## src/rtl/tamagotchi_pkg.sv

```systemverilog
// Shared action codes, scheduler state and the round-robin pick helper
// used by the tamagotchi button front-end.
package tamagotchi_pkg;
  localparam int ACT_W   = 2;
  localparam int NUM_ACT = 4;

  localparam logic [ACT_W-1:0] ACT_SALUD     = 2'd0;
  localparam logic [ACT_W-1:0] ACT_ENERGIA   = 2'd1;
  localparam logic [ACT_W-1:0] ACT_HAMBRE    = 2'd2;
  localparam logic [ACT_W-1:0] ACT_DIVERSION = 2'd3;

  typedef enum logic {ST_IDLE, ST_OFFER} sched_state_e;

  // First set request strictly after ptr, wrapping; ptr itself is checked last.
  function automatic logic [ACT_W-1:0] rr_pick(input logic [NUM_ACT-1:0] req,
                                               input logic [ACT_W-1:0]   ptr);
    logic [ACT_W-1:0] idx;
    rr_pick = ptr;
    for (int i = NUM_ACT; i >= 1; i--) begin
      idx = ptr + ACT_W'(i);
      if (req[idx]) rr_pick = idx;
    end
  endfunction
endpackage

```

## src/rtl/tamagotchi_btn_scheduler_hold_timer.sv

```systemverilog
// Long-press timer: counts whole ticks of a held level (saturating at 7) and
// emits a registered one-cycle fire when the count steps onto HOLD_THRESH.
module hold_timer #(
  parameter int TICK_CYCLES = 50_000_000,
  parameter int HOLD_THRESH = 5
) (
  input  logic       clk,
  input  logic       rst_n,
  input  logic       level_i,
  input  logic       clear_i,
  output logic [2:0] count_o,
  output logic       fire_o
);
  localparam int PW = (TICK_CYCLES > 1) ? $clog2(TICK_CYCLES) : 1;

  logic [PW-1:0] presc_q, presc_d;
  logic [2:0]    count_q, count_d;
  logic          fire_q, fire_d;

  always_comb begin
    presc_d = '0;
    count_d = '0;
    fire_d  = 1'b0;
    if (level_i && !clear_i) begin
      if (presc_q == PW'(TICK_CYCLES - 1)) begin
        presc_d = '0;
        count_d = (count_q == 3'd7) ? 3'd7 : count_q + 3'd1;
        // Saturation means this transition happens at most once per press.
        fire_d  = (count_q == 3'(HOLD_THRESH - 1));
      end else begin
        presc_d = presc_q + PW'(1);
        count_d = count_q;
      end
    end
  end

  always_ff @(posedge clk) begin
    if (!rst_n) begin
      presc_q <= '0;
      count_q <= '0;
      fire_q  <= 1'b0;
    end else begin
      presc_q <= presc_d;
      count_q <= count_d;
      fire_q  <= fire_d;
    end
  end

  assign count_o = count_q;
  assign fire_o  = fire_q;
endmodule

```

## src/rtl/tamagotchi_btn_scheduler.sv

```systemverilog
// Button front-end: queues one request per care button, serialises them
// round-robin over valid/ready, and times long presses of reset/test.
module tamagotchi_btn_scheduler
  import tamagotchi_pkg::*;
#(
  parameter int TICK_CYCLES = 50_000_000,
  parameter int HOLD_THRESH = 5
) (
  input  logic             clk,
  input  logic             rst_n,
  input  logic             btn_salud,
  input  logic             btn_energia,
  input  logic             btn_hambre,
  input  logic             btn_diversion,
  input  logic             btn_reset,
  input  logic             btn_test,
  input  logic             act_ready,
  output logic             act_valid,
  output logic [ACT_W-1:0] act_code,
  output logic [3:0]       pending,
  output logic [2:0]       count_reset,
  output logic [2:0]       count_test,
  output logic             reset_req,
  output logic             test_mode
);
  logic [NUM_ACT-1:0] btn_lvl, prev_q, pend_q, pend_d, clr, rise;
  logic [ACT_W-1:0]   code_q, code_d, ptr_q, ptr_d;
  sched_state_e       state_q, state_d;
  logic               rst_fire, tst_fire, test_mode_q;

  assign btn_lvl = {btn_diversion, btn_hambre, btn_energia, btn_salud};
  assign rise    = btn_lvl & ~prev_q;

  hold_timer #(.TICK_CYCLES(TICK_CYCLES), .HOLD_THRESH(HOLD_THRESH)) u_rst_tmr (
    .clk(clk), .rst_n(rst_n), .level_i(btn_reset), .clear_i(1'b0),
    .count_o(count_reset), .fire_o(rst_fire));

  // Reset button has priority: the test timer is held cleared while it is down.
  hold_timer #(.TICK_CYCLES(TICK_CYCLES), .HOLD_THRESH(HOLD_THRESH)) u_tst_tmr (
    .clk(clk), .rst_n(rst_n), .level_i(btn_test), .clear_i(btn_reset),
    .count_o(count_test), .fire_o(tst_fire));

  always_comb begin
    state_d = state_q;
    code_d  = code_q;
    ptr_d   = ptr_q;
    clr     = '0;
    case (state_q)
      ST_IDLE: if (pend_q != '0) begin
        code_d  = rr_pick(pend_q, ptr_q);
        state_d = ST_OFFER;
      end
      ST_OFFER: if (act_ready) begin
        clr[code_q] = 1'b1;
        ptr_d       = code_q;
        state_d     = ST_IDLE;
      end
      default: state_d = ST_IDLE;
    endcase
    // A new edge on the bit being accepted keeps the request alive.
    pend_d = (pend_q & ~clr) | rise;
    if (rst_fire) begin
      pend_d  = '0;
      ptr_d   = ACT_DIVERSION;
      state_d = ST_IDLE;
    end
  end

  always_ff @(posedge clk) begin
    if (!rst_n) begin
      prev_q      <= '0;
      pend_q      <= '0;
      code_q      <= '0;
      ptr_q       <= ACT_DIVERSION;
      state_q     <= ST_IDLE;
      test_mode_q <= 1'b0;
    end else begin
      prev_q      <= btn_lvl;
      pend_q      <= pend_d;
      code_q      <= code_d;
      ptr_q       <= ptr_d;
      state_q     <= state_d;
      test_mode_q <= test_mode_q ^ tst_fire;
    end
  end

  assign act_valid = (state_q == ST_OFFER) && !rst_fire;
  assign act_code  = code_q;
  assign pending   = pend_q;
  assign reset_req = rst_fire;
  assign test_mode = test_mode_q;
endmodule

```

## config.mk

```make
export PLATFORM = sky130hd
export DESIGN_NAME = tamagotchi_btn_scheduler
export DESIGN_NICKNAME = d
export VERILOG_FILES = /design/src/rtl/tamagotchi_pkg.sv /design/src/rtl/tamagotchi_btn_scheduler_hold_timer.sv /design/src/rtl/tamagotchi_btn_scheduler.sv
export SDC_FILE = /design/constraint.sdc
export NUM_CORES = 1
export LEC_CHECK = 0
export BUFFER_PORTS_ARGS = -buffer_cell sky130_fd_sc_hd__buf_4
export CAP_MARGIN = 20
export CORE_ASPECT_RATIO = 2
export CORE_MARGIN = 5
export CORE_UTILIZATION = 57
export CTS_BUF_LIST = sky130_fd_sc_hd__clkbuf_8 sky130_fd_sc_hd__clkbuf_16
export DETAILED_ROUTE_END_ITERATION = 8
export MAX_ROUTING_LAYER = met4
export PLACE_DENSITY_LB_ADDON = 0.05
export RECOVER_POWER = 25
export SLEW_MARGIN = 10
export SYNTH_ARGS = -nofsm -noshare
export SYNTH_HDL_FRONTEND = slang
export SYNTH_HIERARCHICAL = 1
export SYNTH_SLANG_ARGS = --single-unit
```

## constraint.sdc

```tcl
create_clock -name clk -period 2.5 [get_ports clk]
set_input_delay 0.25 -clock clk [delete_from_list [all_inputs] [get_ports clk]]
set_output_delay 0.25 -clock clk [all_outputs]
set_load 0.01 [all_outputs]
```

==> flow_metrics.tcl, run 1 <==
set metrics [dict create \
    status "finished clean" \
    area_growth_syn_to_layout_pct 13.2 \
    die_w_um 64.5 \
    worst-path-max-fanout 13 \
    slew_viol_final 0 \
    clock_skew_ns 0.00423 \
    drc 0 \
    required_ns 2.76 \
    hold_viol 0 \
    syn_nets 402 \
    path_class "reg2reg" \
    cts_root_buf "clkbuf_16" \
    powerDensity_nw_per_um2 681 \
    cts_tree "done" \
    nets 424 \
    avgRoutedWirePerCell_um 14.7 \
    start_util_pct 58.8 \
    clk_pin_slew_ns 0.06 \
    core-area_um2 5760 \
    timing.fmax_mhz 476 \
    seq_area_um2 1480 \
    slowest_delay_ns 0.61 \
    avgSynthCellArea_um2 8.75 \
    fillers 517 \
    cts_setup_buffers 0 \
    die_area_um2 7680 \
    grt_pass1_wl_mm 12.2 \
    fin_crit_ns 2.10 \
    gp_congestion 0.790 \
    firstDrtPassIters 4 \
    yosys_warnings 6 \
    crit_path_top_delay_cell "or4_1" \
    clockBufferDepth 2 \
    rsz0062_at_grt "false" \
    syn_inst 387 \
    seq_area_frac_synth_pct 43.7 \
    crit_arrival_ns 2.36 \
    grt_pass1_vias 2779 \
    dpl.hpwl_mm 5.21 \
    final_util_pct 66.6 \
    drt-initial-drc-count 186 \
    antenna_found_initial 0 \
    die_height_um 119 \
    yosys.area.top_type "dfxtp_1" \
    vdd_drop_max_mv 0.511 \
    ant_nets 0 \
    grt_overflow 0 \
    max_cap_viol_count 0 \
    cts_sinks 74 \
    ios 24 \
    cts_resized 0 \
    layout-drive-gt1-share_pct 10.4 \
    gr-usage-all-layers_pct 20.3 \
    insertion_delay_ns 0.33 \
    n_antenna_cell 0 \
    synth_area_leaders "dfxtp_1, a21oi_1, nor2_1, xnor2_1, o31ai_1" \
    htree_num_levels 3 \
    ys_types 44 \
    numCtsBuffers 9 \
    portBuffers 23 \
    netlist_area_um2 3390 \
    tns_ns 0 \
    synth.ff_latch_count 74 \
    grt_max_degree 26 \
    hold_buffers 0 \
    hold_path.class "in2reg" \
    start_kind "flip-flop" \
    multi_input_area_um2 1770 \
    power_leakage_nw 1.27 \
    critPathCaptureType "flip-flop" \
    fin_crit_sh_pct 84.0 \
    routed-via-count 2869 \
    yosysTopAreaCellShare_pct 43.7 \
    row_count 39 \
    crit_chain "ha_1, and4_2, nand4_1, or4_1, a21oi_1" \
    setup_viol 0 \
    wirelength_mm 6.99 \
    vias_per_cell 6.04 \
]
-- metrics by stage --
stage	setup WS, ns	cells	area, um^2	hold slack (ns)	total power [mW]
after CTS	0.400	475	3880	0.129	2.64
after detailed placement	0.410	459	3580	0.449	1.36
after global placement	0.469	459	3580	0.441	1.35
final	0.401	475	3830	0.143	2.61
after floorplan	0.762	387	3390	0.372	1.31
after global routing	0.258	475	3830	0.136	2.71
-- worst max-delay path: cells and delay by family (launching register included) --
family / cells / cell delay, ns
adders and majority gates: 1 / 0.23
and+or+nand+nor: 3 / 1.30
AOI/OAI and AO/OA: 1 / 0.14
DFF: 1 / 0.36
-- final timing paths --
path                                            from                     to  slack (ns)  depth (start not counted)
worst min register to register  u_rst_tmr/presc_q[0]   u_rst_tmr/presc_q[0]        0.46                          1
worst max register to register  u_tst_tmr/presc_q[0]  u_tst_tmr/presc_q[24]        0.40                          5
worst min-delay path                     btn_energia              prev_q[1]        0.14                          2
worst max-delay path            u_tst_tmr/presc_q[0]  u_tst_tmr/presc_q[24]        0.40                          5
-- per-layer routing --
layer	part of all wire, %	wire (um)	vias up	global-route usage [%]
met5	0	0	-	-
met4	1.9	135	0	10.5
met3	2.7	188	13	3.48
met2	57	3970	40	36.9
met1	39	2700	1360	20.1
li1	-	-	1456	-
-- cells by family (layout without fill, tap and decap cells) --
kind of cell	count (synthesis)	in the layout	synth area share [%]
AND/OR/NAND/NOR	175	175	30.1
AO/OA/AOI/OAI	78	78	13.6
flip-flops	74	74	43.7
buffers and inverters	28	55	3.69
XOR/XNOR	25	25	6.46
adder cells (fa/ha/maj)	6	6	2.22
other	1	1	0.111
-- synth_stat cells (all sizes together) --
library cell	instances
nand4	14
inv	14
nor3	8
o31ai	14
o21a	1
o221ai	2
a21oi	34
nand2b	7
xor2	11
nand4b	2
ha	6
nor3b	2
and2	9
a41o	2
nor4b	2
or4	14
a211o	1
nand2	22
nor2	41
nand3b	2
a31oi	4
o21ai	16
clkbuf	8
buf	6
dfxtp	74
and4	10
nand3	21
and4b	2
conb	1
xnor2	14
and3	6
o22ai	2
nor4	1
a21o	2
or3	12
-- where the power goes --
part / total [mW] / switching [mW] / leakage [nW] / internal, mW
Sequential: 1.22 / 0.0234 / 0.600 / 1.20
Clock: 1.29 / 0.465 / 0.149 / 0.820
Combinational: 0.0999 / 0.0543 / 0.522 / 0.0455
Total: 2.61 / 0.543 / 1.27 / 2.07
-- flip-flops by register name (all words and copies together) (netlist names) --
signal / count
u_tst_tmr/fire_o: 1
pending: 4
state_q: 1
u_tst_tmr/count_o: 3
u_rst_tmr/count_o: 3
act_code: 2
test_mode: 1
u_rst_tmr/presc_q: 26
u_rst_tmr/fire_o: 1
prev_q: 4
ptr_q: 2
u_tst_tmr/presc_q: 26
-- placed cells by master, fill, tap and decap left out, types with 3 or more instances in the layout --
| cell | n |
|---|---|
| nand2_1 | 22 |
| and2_1 | 6 |
| clkbuf_16 | 9 |
| nor3_1 | 8 |
| xor2_1 | 11 |
| nor2_1 | 40 |
| nand4_1 | 12 |
| and3_1 | 6 |
| or3_1 | 10 |
| o31ai_1 | 14 |
| buf_4 | 15 |
| o21ai_0 | 14 |
| or4_1 | 10 |
| a21oi_1 | 34 |
| dfxtp_1 | 74 |
| nand2b_1 | 7 |
| nand3_1 | 19 |
| a31oi_1 | 4 |
| xnor2_1 | 14 |
| ha_1 | 6 |
| inv_1 | 15 |
| and2_0 | 3 |
| and4_1 | 8 |
| clkbuf_1 | 10 |
-- layout make-up --
type                       count  share of cell area, %
multi-input combinational    285                   46.1
sequential                    74                   38.7
clock buffer                  11                   6.59
timing repair buffer          25                   3.92
tap                           61                   1.99
clock inverter                 5                   1.40
inverter                      14                   1.37
Note: power is estimated with default switching activity, not from simulation.
==> run 2, diff against run 1 <==
Settings changed: CORE_UTILIZATION 57 to 54.
Clock period 2.5 ns to 1.7 ns, I/O delays scaled along.
==> flow_metrics.tcl, run 2 (synthesis results as in run 1) <==
set metrics [dict create \
    power_frac_comb_pct 4.8 \
    clock_skew_ns 0.00740 \
    max_cap_viol_count 0 \
    critPathCaptureType "flip-flop" \
    slowest_delay_ns 0.52 \
    powerDensity_nw_per_um2 812 \
    drc 0 \
    final_common_cell "buf_4" \
    required_ns 1.97 \
    status "finished clean" \
    cts_tree "done" \
    avgRoutedWirePerCell_um 14.5 \
    timing.fmax_mhz 602 \
    setup_viol 0 \
    numCtsBuffers 9 \
    ios 24 \
    grt_overflow 0 \
    hold_viol 0 \
    rsz0062_at_grt "true" \
    start_util_pct 54.6 \
    setup.worst_path.start "u_tst_tmr/presc_q[0]" \
    cts_root_buf "clkbuf_16" \
    worstReg2RegEnd "u_tst_tmr/presc_q[25]" \
    drt-initial-drc-count 201 \
    insertion_delay_ns 0.33 \
    cp_num_cells 5 \
    reg2reg_from "u_tst_tmr/presc_q[0]" \
    ant_nets 0 \
    top_layer_used "met4" \
    path_buf_inv 1 \
    nets 491 \
    p_seq_share_pct 48.1 \
    gp_congestion 0.843 \
    dp_slack_ns -0.0576 \
    antenna_found_initial 0 \
    p_sw_mw 0.786 \
    start_kind "flip-flop" \
    area_growth_syn_to_layout_pct 36.0 \
    htree_num_levels 3 \
    crit_chain "buf_4, nand3_4, or4_4, or3_4, a21oi_2" \
    n_antenna_cell 0 \
    dp.cells 530 \
    vias_per_cell 5.66 \
    core-area_um2 6210 \
    dpl.hpwl_mm 5.41 \
    final_util_pct 74.2 \
    layout_common_cells "buf_4, dfxtp_1, nor2_1, a21oi_1, nand2_1" \
    holdPathStages 2 \
    grt_pass1_wl_mm 12.9 \
    row_count 41 \
    dr_wl_met2_mm 4.20 \
    gr-usage-all-layers_pct 21.0 \
    reg2reg_slack_ns 0.04 \
    crit_family "simple AND/OR/NAND/NOR gates" \
    largest_registers "u_rst_tmr/presc_q (26), u_tst_tmr/presc_q (26)" \
    cts_sinks 74 \
    wirelength_mm 8.18 \
    fin_crit_ns 1.66 \
    routed-via-count 3197 \
    grt_pass1_vias 2924 \
    die_height_um 122 \
    crit_path_top_delay_cell "or4_4" \
    sw_frac_of_total_pct 21.0 \
    crit_arrival_ns 1.93 \
    portBuffers 23 \
    power_leakage_nw 1.67 \
    p_int_mw 2.96 \
    die_area_um2 8050 \
    firstDrtPassIters 5 \
    clk_pin_slew_ns 0.05 \
    layout-drive-gt1-share_pct 31.5 \
    r2r_cells 5 \
    fin_cells 565 \
    setup_ws_ns 0.0384 \
    worst-path-max-fanout 5 \
    path_class "reg2reg" \
    slew_viol_final 0 \
    endpoint "u_tst_tmr/presc_q[25]" \
    clockBufferDepth 2 \
    dr_wl_met3_um 300 \
    hold_ws_ns 0.0547 \
    hold_path.class "in2reg" \
    wl_met1_mm 3.51 \
    vdd_drop_max_mv 0.859 \
    fin_crit_sh_pct 97.7 \
    fin_total_pwr_mw 3.74 \
    power_frac_clock_pct 47.1 \
    die_w_um 66 \
    grt_max_degree 26 \
]
run 2: cell count changes in the layout (fill, tap and decap cells not counted), moves of 7 or more:
cell / delta
buf_4: +52
buf_6: +8
dfxtp_1: -20
dfxtp_2: +17
o21ai_0: -7
run 2: worst min path at each step:
stage | from | end | slack [ns]
detailed placement | btn_salud | prev_q[0] | 0.39
floorplan | btn_salud | prev_q[0] | 0.29
finish | btn_salud | prev_q[0] | 0.05
CTS | btn_salud | prev_q[0] | 0.04
global placement | btn_salud | prev_q[0] | 0.38
global route | btn_diversion | prev_q[3] | 0.06
run 2: area by class of cell:
class                   count  area, um^2
multi-input cells         287        1930
fillers                   466        1600
flip-flops and latches     74        1510
repair buffers             90         727
clock buffers               9         225
well taps                  86         108
inverters                  14        52.6
clock inverters             5        48.8
run 2: power groups by stage:
stage	Clock, mW	Combinational, mW	Sequential, mW
finish	1.76	0.178	1.80
global route	1.89	0.198	1.80
CTS	1.81	0.162	1.80
detailed placement	0	0.161	1.84
global placement	0	0.155	1.84
floorplan	0	0.0861	1.84
run 2: per-layer routing:
layer / up-vias / track usage, %
met2: 56 / 33.3
met5: - / -
li1: 1592 / -
met1: 1536 / 24.8
met3: 13 / 4.70
met4: 0 / 10.4
run 2: per-stage QoR:
step	instance area [um^2]	TNS (ns)
6_report	4610	0
4_1_cts	4340	-0.00331
5_1_grt	4610	-0.0351
3_5_place_dp	4000	-0.153
3_3_place_gp	4000	0
2_1_floorplan	3410	0
run 2: what timing repair did:
action,in CTS,in global routing
setup endpoints to repair,7,29
cloned,1,5
pin swaps,4,30
hold buffers,0,0
buffers inserted,4,11
resized for setup,10,48
